File: src/rtl/instr_fetch.sv
// instr_fetch: instruction fetch unit.
// Issues word-aligned fetch requests over a valid/ready channel and waits for
// the response. Each returned word goes to the decoder with its PC through a
// one-entry output register. The PC advances by 4 (wrapping) or is redirected
// by execute; in-flight fetches made stale by a redirect are dropped with a
// kill flag.
// Optional feature macro: IFETCH_MISALIGN_TRAP_EN. When it is defined, a
// misaligned redirect target raises a one-cycle fetch_misalign pulse and parks
// fetch until the next aligned redirect. When it is undefined, the low two bits
// of redirect_pc are ignored.
module instr_fetch #(
   parameter int                    DATA_WIDTH = 32,
   parameter int                    ADDR_WIDTH = 32,
   parameter logic [ADDR_WIDTH-1:0] RESET_PC   = '0
) (
   input  logic                  clk,
   input  logic                  rst_n,
   output logic                  imem_req_valid,
   input  logic                  imem_req_ready,
   output logic [ADDR_WIDTH-1:0] imem_req_addr,
   input  logic                  imem_rsp_valid,
   input  logic [DATA_WIDTH-1:0] imem_rsp_data,
   output logic                  instr_valid,
   input  logic                  instr_ready,
   output logic [DATA_WIDTH-1:0] instr,
   output logic [ADDR_WIDTH-1:0] instr_pc,
   input  logic                  redirect_valid,
   input  logic [ADDR_WIDTH-1:0] redirect_pc
`ifdef IFETCH_MISALIGN_TRAP_EN
   ,
   output logic                  fetch_misalign
`endif
);

   typedef enum logic {S_REQ, S_WAIT} state_t;

   state_t                  state_q, state_d;
   logic [ADDR_WIDTH-1:0]   pc_q, pc_d;
   logic                    kill_q, kill_d;
   logic                    pend_q, pend_d;
   logic [ADDR_WIDTH-1:0]   paddr_q, paddr_d;
   logic                    ivld_q, ivld_d;
   logic [DATA_WIDTH-1:0]   instr_q, instr_d;
   logic [ADDR_WIDTH-1:0]   ipc_q, ipc_d;
   logic                    park_q, park_d;
   logic                    go_q;

   logic                    req_vld_w;
   logic [ADDR_WIDTH-1:0]   req_addr_w;
   logic                    hs_w;
   logic                    misalign_w;
   logic [ADDR_WIDTH-1:0]   redir_pc_w;

   // The redirect target is always word aligned; the trap build also flags misaligned targets.
   assign redir_pc_w = redirect_pc & ~ADDR_WIDTH'(3);
`ifdef IFETCH_MISALIGN_TRAP_EN
   assign misalign_w = redirect_valid && (redirect_pc[1:0] != 2'b00);
`else
   assign misalign_w = 1'b0;
`endif

   // A raised request holds its address until accepted; fresh requests need an empty output register.
   assign req_vld_w  = go_q && (state_q == S_REQ) && (pend_q || (!ivld_q && !park_q));
   assign req_addr_w = pend_q ? paddr_q : pc_q;
   assign hs_w       = req_vld_w && imem_req_ready;

   assign imem_req_valid = req_vld_w;
   assign imem_req_addr  = req_addr_w;
   assign instr_valid    = ivld_q;
   assign instr          = instr_q;
   assign instr_pc       = ipc_q;

   // Next-state: request bookkeeping, response capture, output drain, then redirect override.
   always_comb begin
      state_d = state_q;
      pc_d    = pc_q;
      kill_d  = kill_q;
      pend_d  = pend_q;
      paddr_d = paddr_q;
      ivld_d  = ivld_q;
      instr_d = instr_q;
      ipc_d   = ipc_q;
      park_d  = park_q;

      if (req_vld_w && !imem_req_ready) begin
         pend_d  = 1'b1;
         paddr_d = req_addr_w;
      end else if (hs_w) begin
         pend_d  = 1'b0;
      end

      if (ivld_q && instr_ready) begin
         ivld_d = 1'b0;
      end

      case (state_q)
         S_REQ: begin
            if (hs_w) begin
               state_d = S_WAIT;
            end
         end
         S_WAIT: begin
            if (imem_rsp_valid) begin
               state_d = S_REQ;
               if (kill_q) begin
                  kill_d = 1'b0;
               end else begin
                  ivld_d  = 1'b1;
                  instr_d = imem_rsp_data;
                  ipc_d   = pc_q;
                  pc_d    = pc_q + ADDR_WIDTH'(4);
               end
            end
         end
         default: state_d = S_REQ;
      endcase

      if (redirect_valid) begin
         ivld_d  = 1'b0;
         instr_d = instr_q;
         ipc_d   = ipc_q;
         // Anything that is or will be in flight after this cycle must be discarded.
         if ((state_q == S_REQ && req_vld_w) || (state_q == S_WAIT && !imem_rsp_valid)) begin
            kill_d = 1'b1;
         end
         if (misalign_w) begin
            pc_d   = pc_q;
            park_d = 1'b1;
         end else begin
            pc_d   = redir_pc_w;
            park_d = 1'b0;
         end
      end
   end

   // State and datapath registers.
   always_ff @(posedge clk or negedge rst_n) begin
      if (!rst_n) begin
         state_q <= S_REQ;
         pc_q    <= RESET_PC;
         kill_q  <= 1'b0;
         pend_q  <= 1'b0;
         paddr_q <= '0;
         ivld_q  <= 1'b0;
         instr_q <= '0;
         ipc_q   <= '0;
         park_q  <= 1'b0;
         go_q    <= 1'b0;
      end else begin
         state_q <= state_d;
         pc_q    <= pc_d;
         kill_q  <= kill_d;
         pend_q  <= pend_d;
         paddr_q <= paddr_d;
         ivld_q  <= ivld_d;
         instr_q <= instr_d;
         ipc_q   <= ipc_d;
         park_q  <= park_d;
         go_q    <= 1'b1;
      end
   end

`ifdef IFETCH_MISALIGN_TRAP_EN
   logic mis_q;

   // One-cycle registered pulse for each misaligned redirect.
   always_ff @(posedge clk or negedge rst_n) begin
      if (!rst_n) begin
         mis_q <= 1'b0;
      end else begin
         mis_q <= misalign_w;
      end
   end

   assign fetch_misalign = mis_q;
`endif

endmodule

File: config.mk
export PLATFORM = sky130hd
export DESIGN_NAME = instr_fetch
export DESIGN_NICKNAME = d
export VERILOG_FILES = /design/src/rtl/instr_fetch.sv
export SDC_FILE = /design/constraint.sdc
export NUM_CORES = 1
export LEC_CHECK = 0
export ABC_AREA = 1
export BUFFER_PORTS_ARGS = -buffer_cell sky130_fd_sc_hd__buf_2
export CORE_ASPECT_RATIO = 1.2
export CORE_MARGIN = 3
export CORE_UTILIZATION = 50
export DETAILED_ROUTE_END_ITERATION = 8
export HOLD_SLACK_MARGIN = 0.15
export PLACE_DENSITY = 0.85
export SYNTH_ARGS = -nofsm -noshare
export SYNTH_HDL_FRONTEND = slang
export SYNTH_SLANG_ARGS = --single-unit
export TNS_END_PERCENT = 100
File: constraint.sdc
create_clock -name clk -period 3.25 [get_ports clk]
set_clock_uncertainty 0.05 [all_clocks]
set_input_delay 0.1625 -clock clk [delete_from_list [all_inputs] [get_ports clk]]
set_output_delay 0.1625 -clock clk [all_outputs]
set_load 0.005 [all_outputs]
==> impl_results.md, run 1 <==
- Share of the synthesized area in the top cell type: 0.515
- Die width: 108 um
- Synth Cell Area: 0.00627 mm2
- Fin nets: 1101
- Post-synth EDFFs: 0
- Commonest cells post-synth: 352 x nand2_1, 129 x dfrtp_1, 70 x nor2_1
- Part of the power in the clock network: 0.321
- Deepest clock path buffer count: 2
- Layout Area Growth over Synthesis: 33.2%
- Io pins: 168
- Finished Cell Area: 0.00835 mm2
- GRT Total Usage: 0.270
- Worst Path Arrival: between 2 and 2.5 ns
- Post-Synth Simple-Gate Area: 0.316
- Placed Cells: 1106
- FMAX: 0.489 GHz
- Hold Crit Class: in -> reg
- Util after Layout: 0.686
- Main combinational cell family by area after synthesis: simple AND/OR/NAND/NOR gates
- Clk_lat worst skew: ~0.42 ns
- Post-synthesis xor/xnor area fraction: 0.00978
- GR Util met3: 0.0582
- Number of global-route vias before repair: 6069
- Share of layout cells above drive strength 1: 0.212
- CTS Buf Count: 17
- Avg Synthesized Cell Area: 7.74 um2
- Initial core utilization: 0.515
- Starting DRC count in detailed routing: 487
- Psw: 0.00178 W
- CP Class: reg -> reg
- Largest cells by area after synthesis: dfrtp_1 52%, nand2_1 21%, o21ai_0 4.8%
- Final non-filler cell total: 1201
- Root Driver: clkbuf_16
- Unique masters post-synth: 39
- Tcrit/Tclk final: 0.629
- Register area: between 0.003 and 0.004 mm2
- Cell count after synthesis: 810
- Pin count of the biggest net entering global routing: 103
- DRC: 0
- Final hold vios: 0
- Hold path depth: 4
- Pleak: roughly 4.3 nW
- Die height: 129 um
- Gr ovfl total: 0
- Adder-cell area share of the yosys netlist: 0.00200
- Sw Ratio: 0.311
- Post-CTS sizing: 0
- Routed wire length: 18.1 mm
- Worst setup EP type: flip-flop
- Met1 Use GR: 0.340
- Core area: 0.0122 mm2
- First-pass GRT wire length: 29.5 mm
- Worst-margin pin slew: between 0.9 and 1 ns
- Startpoint Class: flip-flop
- Router iterations before antenna repair: 6
- Total internal power: 0.00394 W
- Diodes inserted: 0
- Vias per Instance: 5.14
- Flop pwr share: 0.422
- RSZ-0062 raised after global routing: no
- Power per cell area: 686 mW/mm2
- Clk slew on worst S/H paths: approximately 0.06 ns
- Area taken by multi-input logic gates: 0.00261 mm2
- Min Tclk post-route: about 2.0 ns
- Clock Sink Count: 129
- Maximum vdd drop: 0.000361 V
- Final Slew Violations: 0
- Area leader, netlist: dfrtp_1
- Top Usage Layer GRT: met2
- Slew margin rel.: 0.361
- Row cnt: 44
- Max-cap violations: 0
- Final Wtd Congestion: 0.946
- Die area: 0.0139 mm2
- Multiplexer share of the synthesized area: 0
- Antenna Violating Nets Remaining: 0
- Fillers: 974
- Worst EP required: roughly 3.5 ns
- Final hold slack: 0.285 ns
- TritonCTS clock tree: done
- Setup TNS: 0 ns
- Detailed-placement wirelength estimate: 11.2 mm
- R2R depth: 7
- Met2 usage: 0.460
- Initial antenna violation count: 0
- Ys Warns: 0
- Routed wire length per instance: 15.1 um
- Number of buffers added on ports: 163
- Ys flop type: dfrtp_1
- Most common cell in the synthesized netlist: nand2_1
- Endpoints failing setup: 0
- Ys async rst share: 1.00
- Compound-cell area share of the yosys netlist: 0.0866
- Max Fanout on Critical Path: 93
- Gate power share: 0.257
- #FFs+latches synth: around 130
- Outcome: completed
- DR vias: 6175
- Seq/Total Area, Yosys: 0.515
- CTS H-tree lvls: 4
- Placed Instance Area: 0.00713 mm2
## power by group through the flow
| stage | Clock, W | Combinational [W] | Sequential, W |
|---|---|---|---|
| finish | 0.00184 | 0.00147 | 0.00242 |
| global placement | 0 | 0.00135 | 0.00241 |
| CTS | 0.00186 | 0.00146 | 0.00240 |
| floorplan | 0 | 0.000701 | 0.00242 |
| global route | 0.00192 | 0.00168 | 0.00248 |
| detailed placement | 0 | 0.00141 | 0.00241 |
## path summary, 6_finish.rpt
check | start | end | slack (ns)
setup / recovery | state_q | pc_q[2] | 1.21
hold / removal | redirect_valid | pc_q[16] | 0.29
setup reg to reg | state_q | pc_q[2] | 1.21
hold reg to reg | paddr_q[25] | paddr_q[25] | 0.42
max in group asynchronous | rst_n | paddr_q[22] | 1.97
min in group asynchronous | rst_n | paddr_q[7] | 0.40
## placed cells by master, fill, tap and decap left out, drive strengths merged
cell / synthesis / final
o21a: 3 / 3
nor3: 3 / 3
o31ai: 1 / 1
clkbuf: 10 / 22
bufinv: 0 / 2
nor2: 78 / 78
clkinv: 1 / 6
dlygate4sd3: 0 / 66
buf: 27 / 171
dfrtp: 129 / 129
nand3: 31 / 31
o211ai: 5 / 5
o21bai: 3 / 3
ha: 1 / 1
a2bb2oi: 1 / 1
o21ai: 76 / 76
o221ai: 2 / 2
xor2: 6 / 6
a21oi: 5 / 5
a31oi: 1 / 1
conb: 2 / 3
xnor2: 1 / 1
inv: 53 / 53
and2: 1 / 1
nand4: 6 / 6
a21boi: 2 / 2
nand2: 358 / 358
nand3b: 4 / 4
## layout make-up
cell class | count | share of cell area
Sequential cell | 129 | 0.387
Clock inverter | 7 | 0.0102
Multi-Input combinational cell | 591 | 0.312
Tap cell | 161 | 0.0241
Clock buffer | 22 | 0.0568
Inverter | 54 | 0.0247
Timing Repair Buffer | 237 | 0.185
## per-stage QoR
step / setup WS, ns / total power (W)
after floorplan: 1.78 / 0.00312
after global placement: 1.30 / 0.00376
after detailed placement: 1.20 / 0.00381
after CTS: 1.18 / 0.00572
after global routing: 1.07 / 0.00608
final: 1.21 / 0.00573
## critical path: stages (launching register included)
cell and delay (ns):
dfrtp_1 0.42, nand2_2 0.14, nor2_8 0.07, nand2_4 0.07
buf_4 0.73, nor2_1 0.15, a21oi_1 0.17, o21ai_0 0.09
## timing repair
| action | CTS | global route |
|---|---|---|
| buffers inserted | 0 | 0 |
| hold buffers | 66 | 0 |
| endpoints found under the hold margin | 165 | 0 |
## metal layers
metal  vias to the layer above  share of wire
li1                       2976              -
met3                        38          0.076
met5                         -              0
met2                       278           0.50
met4                         0          0.028
met1                      2883           0.40
## cells by family after synthesis
| group | after synthesis |
|---|---|
| xor gates and xnor gates | 7 |
| other | 2 |
| DFF | 129 |
| buffers and inverters | 91 |
| adders and majority gates | 1 |
| and+or+nand+nor | 481 |
| AOI/OAI and AO/OA | 99 |
## registers in the layout (all words and copies together), names as in the netlist
| signal | count |
|---|---|
| instr_valid | 1 |
| instr | 32 |
| pend_q | 1 |
| kill_q | 1 |
| pc_q | 30 |
| instr_pc | 30 |
| paddr_q | 32 |
| go_q | 1 |
| state_q | 1 |
Power figures use the tool's default switching activity.
==> run 2: changes to the inputs <==
==> constraint.sdc (replaced) <==
create_clock -name clk -period 1.9 [get_ports clk]
set_clock_uncertainty 0.05 [all_clocks]
set_input_delay 0.095 -clock clk [delete_from_list [all_inputs] [get_ports clk]]
set_output_delay 0.095 -clock clk [all_outputs]
set_load 0.005 [all_outputs]
==> run 2 against run 1 <==
Against the previous run:
- setup slack worse by 1.1 ns
- utilization up 1.4 points
- final cell count up 0.67%
- final area up 2.0%
- sequential share of layout area down 0.76 points
- flip-flop and latch count unchanged
- clock power up 90%
- clock-buffer cell count down 3
- global-route usage up 0.54 points
- critical endpoint is now pc_q[22]
- largest cell class unchanged
- largest power group unchanged
==> impl_results.md, run 2 (synthesized netlist as in run 1, its figures left out) <==
- Register area: 0.00323 mm2 (unchanged)
- Placed Instance Area: 0.00720 mm2 (+1.0%)
- CTS Buf Count: 17 (unchanged)
- Clock Sink Count: 129 (unchanged)
- Gr ovfl total: 0 (unchanged)
- Endpoints failing setup: 0 (unchanged)
- Row cnt: 44 (unchanged)
- Initial antenna violation count: 0 (unchanged)
- Root Driver: clkbuf_16
- Diodes inserted: 0 (unchanged)
- Die height: 129 um (unchanged)
- Met2 wire length: 8.80 mm (-2.0%)
- DRC: 0 (unchanged)
- Io pins: 168 (unchanged)
- Starting DRC count in detailed routing: 438 (-10%)
- Max-cap violations: 0 (unchanged)
- Slew margin rel.: 0.608 (+0.247)
- Final Wtd Congestion: 0.952 (+0.57%)
- Routed length on met3: 1.29 mm (-6.3%)
- FMAX: 0.570 GHz (+17%)
- Routed wire length per instance: 14.9 um (-1.3%)
- Antenna Violating Nets Remaining: 0 (unchanged)
- Clk_lat worst skew: 0.42 ns (about the same)
- Worst Path Arrival: 2.00 ns (-0.28 ns)
- Die area: 0.0139 mm2 (unchanged)
- Util after Layout: 0.700 (+0.0137)
- Outcome: completed
- Placed Cells: 1109 (+0.27%)
- Hold Crit Class: in -> reg
- Worst EP required: 2.14 ns (-1.35 ns)
- Layout Area Growth over Synthesis: 35.9%
- Final hold vios: 0 (unchanged)
- CTS H-tree lvls: 4 (unchanged)
- Pleak: 4.41 nW (+1.3%)
- Most frequent cells in the layout: 352 x nand2_1, 162 x buf_2, 128 x dfrtp_1, 70 x nor2_1, 68 x dlygate4sd3_1
- Number of buffers added on ports: 163 (unchanged)
- CP Class: reg -> reg
- Worst-margin pin slew: 0.588 ns (-0.371 ns)
- Tcrit/Tclk final: 0.923 (+0.294)
- Number of global-route vias before repair: 6244 (+2.9%)
- Router iterations before antenna repair: 5 (-1)
- R2R setup slack: 0.15 ns (-1.06 ns)
- Final non-filler cell total: 1209 (+0.67%)
- Core area: 0.0122 mm2 (unchanged)
- Met1 Routed Length: 7.54 mm (+3.7%)
- Finished Cell Area: 0.00851 mm2 (+2.0%)
- Pin count of the biggest net entering global routing: 94 (-8.7%)
- Share of layout cells above drive strength 1: 0.217 (+0.00506)
- Detailed-placement wirelength estimate: 11.3 mm (+1.0%)
- First-pass GRT wire length: 30.1 mm (+2.1%)
- Final Slew Violations: 0 (unchanged)
- GRT Total Usage: 0.276 (+0.00538)
- Fillers: 984 (+1.0%)
- Deepest clock path buffer count: 2 (unchanged)
- DR vias: 6144 (-0.50%)
- TritonCTS clock tree: done
- Min Tclk post-route: 1.75 ns (-0.290 ns)
- Die width: 108 um (unchanged)
- Clk slew on worst S/H paths: 0.06 ns (about the same)
- Startpoint Class: flip-flop
- Area taken by multi-input logic gates: 0.00261 mm2 (unchanged)
- RSZ-0062 raised after global routing: no
- Top sig layer: met4
- Initial core utilization: 0.515 (unchanged)
- Maximum vdd drop: 0.000618 V (+71%)
- Commonest non-fill, non-tap cell in the layout: nand2_1
- Vias per Instance: 5.08 (-1.2%)
- Routed wire length: 18.0 mm (-0.60%)
- Setup TNS: 0 ns (unchanged)
- Max Fanout on Critical Path: 6 (-94%)
- Worst setup EP type: flip-flop
- Power per cell area: 1190 mW/mm2 (+74%)
- Fin nets: 1106 (+0.45%)
## run 2: stage by stage
step           setup WS (ns)  total power (W)  hold WS [ns]
3_5_place_dp           0.199          0.00653      -0.00707
4_1_cts               0.0263           0.0102         0.204
5_1_grt               0.0239           0.0108         0.226
3_3_place_gp           0.254          0.00645       -0.0121
2_1_floorplan          0.428          0.00534        -0.251
6_report               0.147           0.0102         0.210
## run 2: final cells by class
cell class	instances	area share
Sequential cell	129	0.379
Multi-Input combinational cell	591	0.306
Timing Repair Buffer	242	0.193
Clock buffer	19	0.0520
Inverter	54	0.0242
Tap cell	161	0.0237
Clock inverter	13	0.0219
## run 2: critical path, cell delays in order, from the launching register on
cell	delay, ns
dfrtp_1	0.41
ha_1	0.26
nand2_2	0.10
nor2_2	0.18
nand2_2	0.11
nor2_4	0.19
nand3_1	0.15
nand3_1	0.09
o211ai_1	0.09
## run 2: metal layers
metal,vias up,global-route usage
li1,2988,-
met1,2854,0.341
met2,264,0.471
met3,38,0.0672
met4,0,0.0973
met5,-,0
## run 2: path summary, 6_finish.rpt
path / from / endpoint / cells after the start
min: redirect_valid / pc_q[14] / 4
max: pc_q[3] / pc_q[22] / 8
max reg2reg: pc_q[3] / pc_q[22] / 8
min reg2reg: instr[14] / instr[14] / 2
max in group asynchronous: rst_n / instr[15] / 4
min in group asynchronous: rst_n / paddr_q[7] / 3
## run 2: where the power goes
part,switching [W],internal (W),total (W)
combinational,0.00138,0.00116,0.00255
sequential,0.000525,0.00361,0.00413
clock,0.00126,0.00223,0.00349
total,0.00317,0.00700,0.0102
## run 2: what timing repair did
action | in CTS | in global routing
setup endpoints to repair | 0 | 25
resized for setup | 0 | 1
endpoints found under the hold margin | 221 | 0
buffers inserted | 0 | 0
hold buffers | 68 | 0
